$ cat src/rtl/risc16_mem_arbiter.sv
// Single-port SRAM arbiter for RISC16: the data port normally wins, and fetch wins
// after a bounded run of denied fetch cycles. Read data returns one cycle after the grant.
module risc16_mem_arbiter #(
  parameter int unsigned STARVE_MAX = 4
) (
  input  logic        clk,
  input  logic        rst,
  input  logic        i_req,
  input  logic [15:0] i_addr,
  output logic        i_gnt,
  output logic        i_rvalid,
  output logic [15:0] i_rdata,
  input  logic        d_req,
  input  logic [15:0] d_addr,
  input  logic [1:0]  d_we,
  input  logic [15:0] d_wdata,
  output logic        d_gnt,
  output logic        d_rvalid,
  output logic [15:0] d_rdata,
  output logic [15:0] m_addr,
  output logic [15:0] m_wdata,
  output logic        m_oe,
  output logic [1:0]  m_we,
  input  logic [15:0] m_rdata,
  output logic        starved
);

  typedef enum logic [1:0] {
    OWN_NONE,
    OWN_I,
    OWN_D
  } owner_t;

  localparam logic [3:0] STARVE_LIM = 4'(STARVE_MAX);

  // run rises one edge after reset is released, so no grant can occur in the release cycle.
  logic        run;
  owner_t      rd_owner, rd_owner_nxt;
  logic [3:0]  starve_cnt, starve_nxt;
  logic [15:0] i_hold, d_hold;
  logic        d_wr;

  always_comb begin
    d_wr         = |d_we;
    starved      = 1'b0;
    i_gnt        = 1'b0;
    d_gnt        = 1'b0;
    m_addr       = '0;
    m_wdata      = '0;
    m_oe         = 1'b0;
    m_we         = '0;
    rd_owner_nxt = OWN_NONE;
    starve_nxt   = '0;

    if (rst && run) begin
      starved = (starve_cnt == STARVE_LIM);
      if (starved && i_req) begin
        i_gnt = 1'b1;
      end else if (d_req) begin
        d_gnt = 1'b1;
      end else if (i_req) begin
        i_gnt = 1'b1;
      end
    end

    if (i_gnt) begin
      m_addr       = i_addr;
      m_oe         = 1'b1;
      rd_owner_nxt = OWN_I;
    end else if (d_gnt) begin
      m_addr = d_addr;
      if (d_wr) begin
        m_we    = d_we;
        m_wdata = d_wdata;
      end else begin
        m_oe         = 1'b1;
        rd_owner_nxt = OWN_D;
      end
    end

    // The counter stays clear until grants are enabled, then saturates at the limit.
    if (run && i_req && !i_gnt) begin
      starve_nxt = (starve_cnt == STARVE_LIM) ? starve_cnt : starve_cnt + 4'd1;
    end
  end

  always_ff @(posedge clk) begin
    if (!rst) begin
      run        <= 1'b0;
      rd_owner   <= OWN_NONE;
      starve_cnt <= '0;
      i_hold     <= '0;
      d_hold     <= '0;
    end else begin
      run        <= 1'b1;
      rd_owner   <= rd_owner_nxt;
      starve_cnt <= starve_nxt;
      if (rd_owner == OWN_I) i_hold <= m_rdata;
      if (rd_owner == OWN_D) d_hold <= m_rdata;
    end
  end

  // Returns are gated by rst, so a read in flight when reset is asserted is never reported.
  always_comb begin
    i_rvalid = rst && (rd_owner == OWN_I);
    d_rvalid = rst && (rd_owner == OWN_D);
    i_rdata  = '0;
    d_rdata  = '0;
    if (rst) begin
      i_rdata = i_rvalid ? m_rdata : i_hold;
      d_rdata = d_rvalid ? m_rdata : d_hold;
    end
  end

endmodule

$ cat config.mk
export PLATFORM = sky130hd
export DESIGN_NAME = risc16_mem_arbiter
export DESIGN_NICKNAME = d
export VERILOG_FILES = /design/src/rtl/risc16_mem_arbiter.sv
export SDC_FILE = /design/constraint.sdc
export NUM_CORES = 1
export LEC_CHECK = 0
export ABC_AREA = 1
export CAP_MARGIN = 40
export CORE_MARGIN = 4
export CORE_UTILIZATION = 39
export CTS_BUF_LIST = sky130_fd_sc_hd__clkbuf_4 sky130_fd_sc_hd__clkbuf_8
export DETAILED_ROUTE_END_ITERATION = 16
export HOLD_SLACK_MARGIN = 0.12
export PLACE_DENSITY = 0.95
export RECOVER_POWER = 50
export REMOVE_ABC_BUFFERS = 1
export SLEW_MARGIN = 20
export SYNTH_ARGS = -nofsm -noshare
export SYNTH_HDL_FRONTEND = slang
export SYNTH_SLANG_ARGS = --single-unit
$ cat constraint.sdc
create_clock -name clk -period 4.3 [get_ports clk]
set_input_delay 1.075 -clock clk [delete_from_list [all_inputs] [get_ports clk]]
set_output_delay 1.075 -clock clk [all_outputs]
set_load 0.05 [all_outputs]
==> impl_metrics.sql <==
INSERT INTO impl_metrics (metric_group, metric, value, unit) VALUES
('worst_setup_path', 'setup.worst_path.end_class', 'output pin', ''),
('clocking', 'post_cts_buffers', '0', ''),
('timing', 'final.period_utilization', '90.6', '%'),
('routing', 'avgRoutedWirePerCell', '16.3', 'µm'),
('run_status', 'result_of_the_run', 'finished, final reports clean', ''),
('synth', 'post_synth_num_cell_types', '21', ''),
('power_and_ir_drop', 'internal-power', '0.000737', 'W'),
('clocking', 'clock_tree_buffer_depth', '2', ''),
('timing', 'final_max_slew_viol_count', '0', ''),
('clocking', 'h-tree-depth', '2', ''),
('power_and_ir_drop', 'power_density', '254', 'mW/mm²'),
('timing', 'setup_repair_after_global_routing_missed_its_margin', 'no', ''),
('finish', 'final_nets', '518', ''),
('timing', 'timing.final.crit_period', '3.90', 'ns'),
('routing', 'drt.antenna.violating_nets', '0', ''),
('worst_setup_path', 'worstSetupStartpointType', 'input port', ''),
('finish', 'postLayoutCoreUtil', '83.1', '%'),
('finish', 'area_added_between_synthesis_and_finish', '101', '%'),
('routing', 'via_per_inst', '5.12', ''),
('finish', 'layout-drive-gt1-share', '17.7', '%'),
('clocking', 'cts_repair_resize_count', '0', ''),
('power_and_ir_drop', 'ir_worst_vdd', '168', 'µV'),
('worst_setup_path', 'crit_arrival', '2.82', 'ns'),
('global_route', 'grt_pass1_vias', '2736', ''),
('placement', 'hpwl', '6.80', 'mm'),
('power_and_ir_drop', 'p_leak', '1.69', 'nW'),
('synth', 'netlist_area', '0.00200', 'mm²'),
('die', 'die_w', '79.6', 'µm'),
('power_and_ir_drop', 'p_sw', '0.000288', 'W'),
('die', 'core_area', '0.00485', 'mm²'),
('timing', 'worst_pin_slew', '0.654', 'ns'),
('power_and_ir_drop', 'power_frac_comb', '28.4', '%'),
('global_route', 'grt_use_total', '26.3', '%'),
('global_route', 'first_pass_grt_wire_length', '12.9', 'mm'),
('die', 'ios', '142', ''),
('finish', 'mostFrequentLayoutCells', 'nor2_1 (113), clkdlybuf4s50_1 (68), buf_12 (56)', ''),
('synth', 'synth_seq_area_share', '39.0', '%'),
('die', 'dieArea', '0.00634', 'mm²'),
('routing', 'num_vias', '2633', ''),
('placement', 'port_buffers', '141', ''),
('clocking', 'numCtsBuffers', '5', ''),
('clocking', 'worst_setup_hold_path_clk_slew', '0.08', 'ns'),
('clocking', 'clock_sinks', '39', ''),
('synth', 'syn_avg_cell_area', '6.46', 'µm²'),
('die', 'placementRows', '25', ''),
('global_route', 'initial_antenna_violation_count', '0', ''),
('synth', 'netlist_instances', '310', ''),
('timing', 'setup_total_negative_slack', '0', 'ns'),
('routing', 'drt_wl_total', '8.39', 'mm'),
('power_and_ir_drop', 'p_sw_share', '28.1', '%'),
('die', 'die_h', '79.6', 'µm'),
('timing', 'endpoints_failing_setup', '0', ''),
('placement', 'gp_congestion', '0.899', ''),
('timing', 'worst_clock_skew', '0.00553', 'ns'),
('timing', 'max-slew-margin-rel', '56.6', '%'),
('power_and_ir_drop', 'power.clock.fraction', '35.2', '%'),
('routing', 'drt_pre_antenna_iters', '4', ''),
('finish', 'final_common_cell', 'nor2_1', ''),
('routing', 'first_iter_violations', '108', ''),
('synth', 'synth.ff_latch_count', '39', ''),
('timing', 'maxClockFrequency', '257', 'MHz'),
('timing', 'report.final.hold_viol_count', '0', ''),
('routing', 'drcViolationCount', '0', ''),
('hold_path', 'hold_crit_class', 'reg2reg', ''),
('global_route', 'largest_net_degree_at_the_start_of_global_routing', '35', ''),
('clocking', 'cts_root_buffer', 'clkbuf_8', ''),
('worst_setup_path', 'critical_path_type', 'in2out', ''),
('finish', 'ant_diodes', '0', ''),
('job', 'maxCapViolCount', '0', ''),
('clocking', 'clkLatencyLatePin', '0.29', 'ns'),
('synth', 'ys.warnings.count', '0', ''),
('worst_setup_path', 'crit_fanout', '19', ''),
('worst_setup_path', 'required', '3.22', 'ns'),
('die', 'floorplan.initialDensity', '41.3', '%'),
('global_route', 'grt_remaining_overflow', '0', ''),
('clocking', 'tritoncts', 'done', ''),
('power_and_ir_drop', 'seq_power_share', '36.4', '%'),
('clocking', 'cts_hold_buf', '0', '');
[power by group through the flow]
| stage | registers [W] | logic (W) | clock network [W] |
|---|---|---|---|
| floorplan | 0.000381 | 0.000127 | 0 |
| global placement | 0.000381 | 0.000295 | 0 |
| detailed placement | 0.000382 | 0.000305 | 0 |
| CTS | 0.000374 | 0.000306 | 0.000363 |
| global route | 0.000374 | 0.000306 | 0.000378 |
| finish | 0.000374 | 0.000291 | 0.000361 |
[flip-flops by register name, indices dropped and copies added (netlist names)]
name / cells
d_hold: 16
starve_cnt: 4
rd_owner: 2
run: 1
i_hold: 16
[final timing paths]
check	startpoint	end	slack (ns)	cells past startpoint
max	rst	m_wdata[0]	0.40	6
min	d_hold[12]	d_hold[12]	0.47	2
max reg2reg	rd_owner[0]	d_hold[14]	2.58	5
min reg2reg	d_hold[12]	d_hold[12]	0.47	2
[metrics by stage]
step | total power [W] | area [µm²] | cells | hold WS (ns) | worst slack [ns]
floorplan | 0.000508 | 1930 | 297 | 0.430 | 0.973
global placement | 0.000676 | 4150 | 506 | 0.443 | 0.602
detailed placement | 0.000687 | 4150 | 506 | 0.458 | 0.527
CTS | 0.00104 | 4290 | 514 | 0.476 | 0.525
global route | 0.00106 | 4030 | 514 | 0.491 | 0.281
finish | 0.00102 | 4030 | 514 | 0.475 | 0.403
[per-layer routing]
layer	routed length [µm]	vias up	GRT usage (%)
met5	0	-	0
met4	278	0	11.0
met3	999	24	11.9
met2	4430	138	50.7
met1	2690	1221	23.0
li1	-	1250	-
[Yosys cell counts]
cell type  count  share of area [%]
buf_1          1               0.19
buf_2          3               0.75
buf_4          3                1.1
buf_6          1               0.56
clkbuf_1       5               0.94
dfxtp_1       39                 39
ha_1           2                1.2
inv_1         17                3.2
nand2_1       40                7.5
nand2_2        2               0.62
nand2_4        1               0.56
nand3_1       35                8.8
nand3b_1       1               0.38
nand4_1        1               0.31
nand4_2        1               0.62
nor2_1       113                 21
nor2_2         9                2.8
nor2_4         1               0.56
nor2_8         1                1.0
o21ai_0       33                8.3
xnor2_1        1               0.44
[cells by family (layout without fill, tap and decap cells)]
| kind of cell | count (synthesis) | in the layout | synth area share, % |
|---|---|---|---|
| compound gates | 33 | 33 | 8.25 |
| buf+inv | 30 | 167 | 6.75 |
| flops | 39 | 39 | 39.0 |
| fa+ha+maj | 2 | 2 | 1.25 |
| simple gates | 205 | 205 | 44.3 |
| xor+xnor | 1 | 1 | 0.438 |
[critical path: stages]
cell and delay, ns:
dlygate4sd3_1 0.58, nand2_1 0.22, nor2_8 0.31, nand2_4 0.21, nor2_1 0.25, buf_12 0.17
[layout make-up]
type	count	area [µm²]
flip-flops and latches	39	781
inverters	17	63.8
clock inverters	3	67.6
well taps	67	83.8
fillers	268	821
multi-input cells	241	1080
repair buffers	142	1880
clock buffers	5	68.8
(Power assumes the default switching activity.)
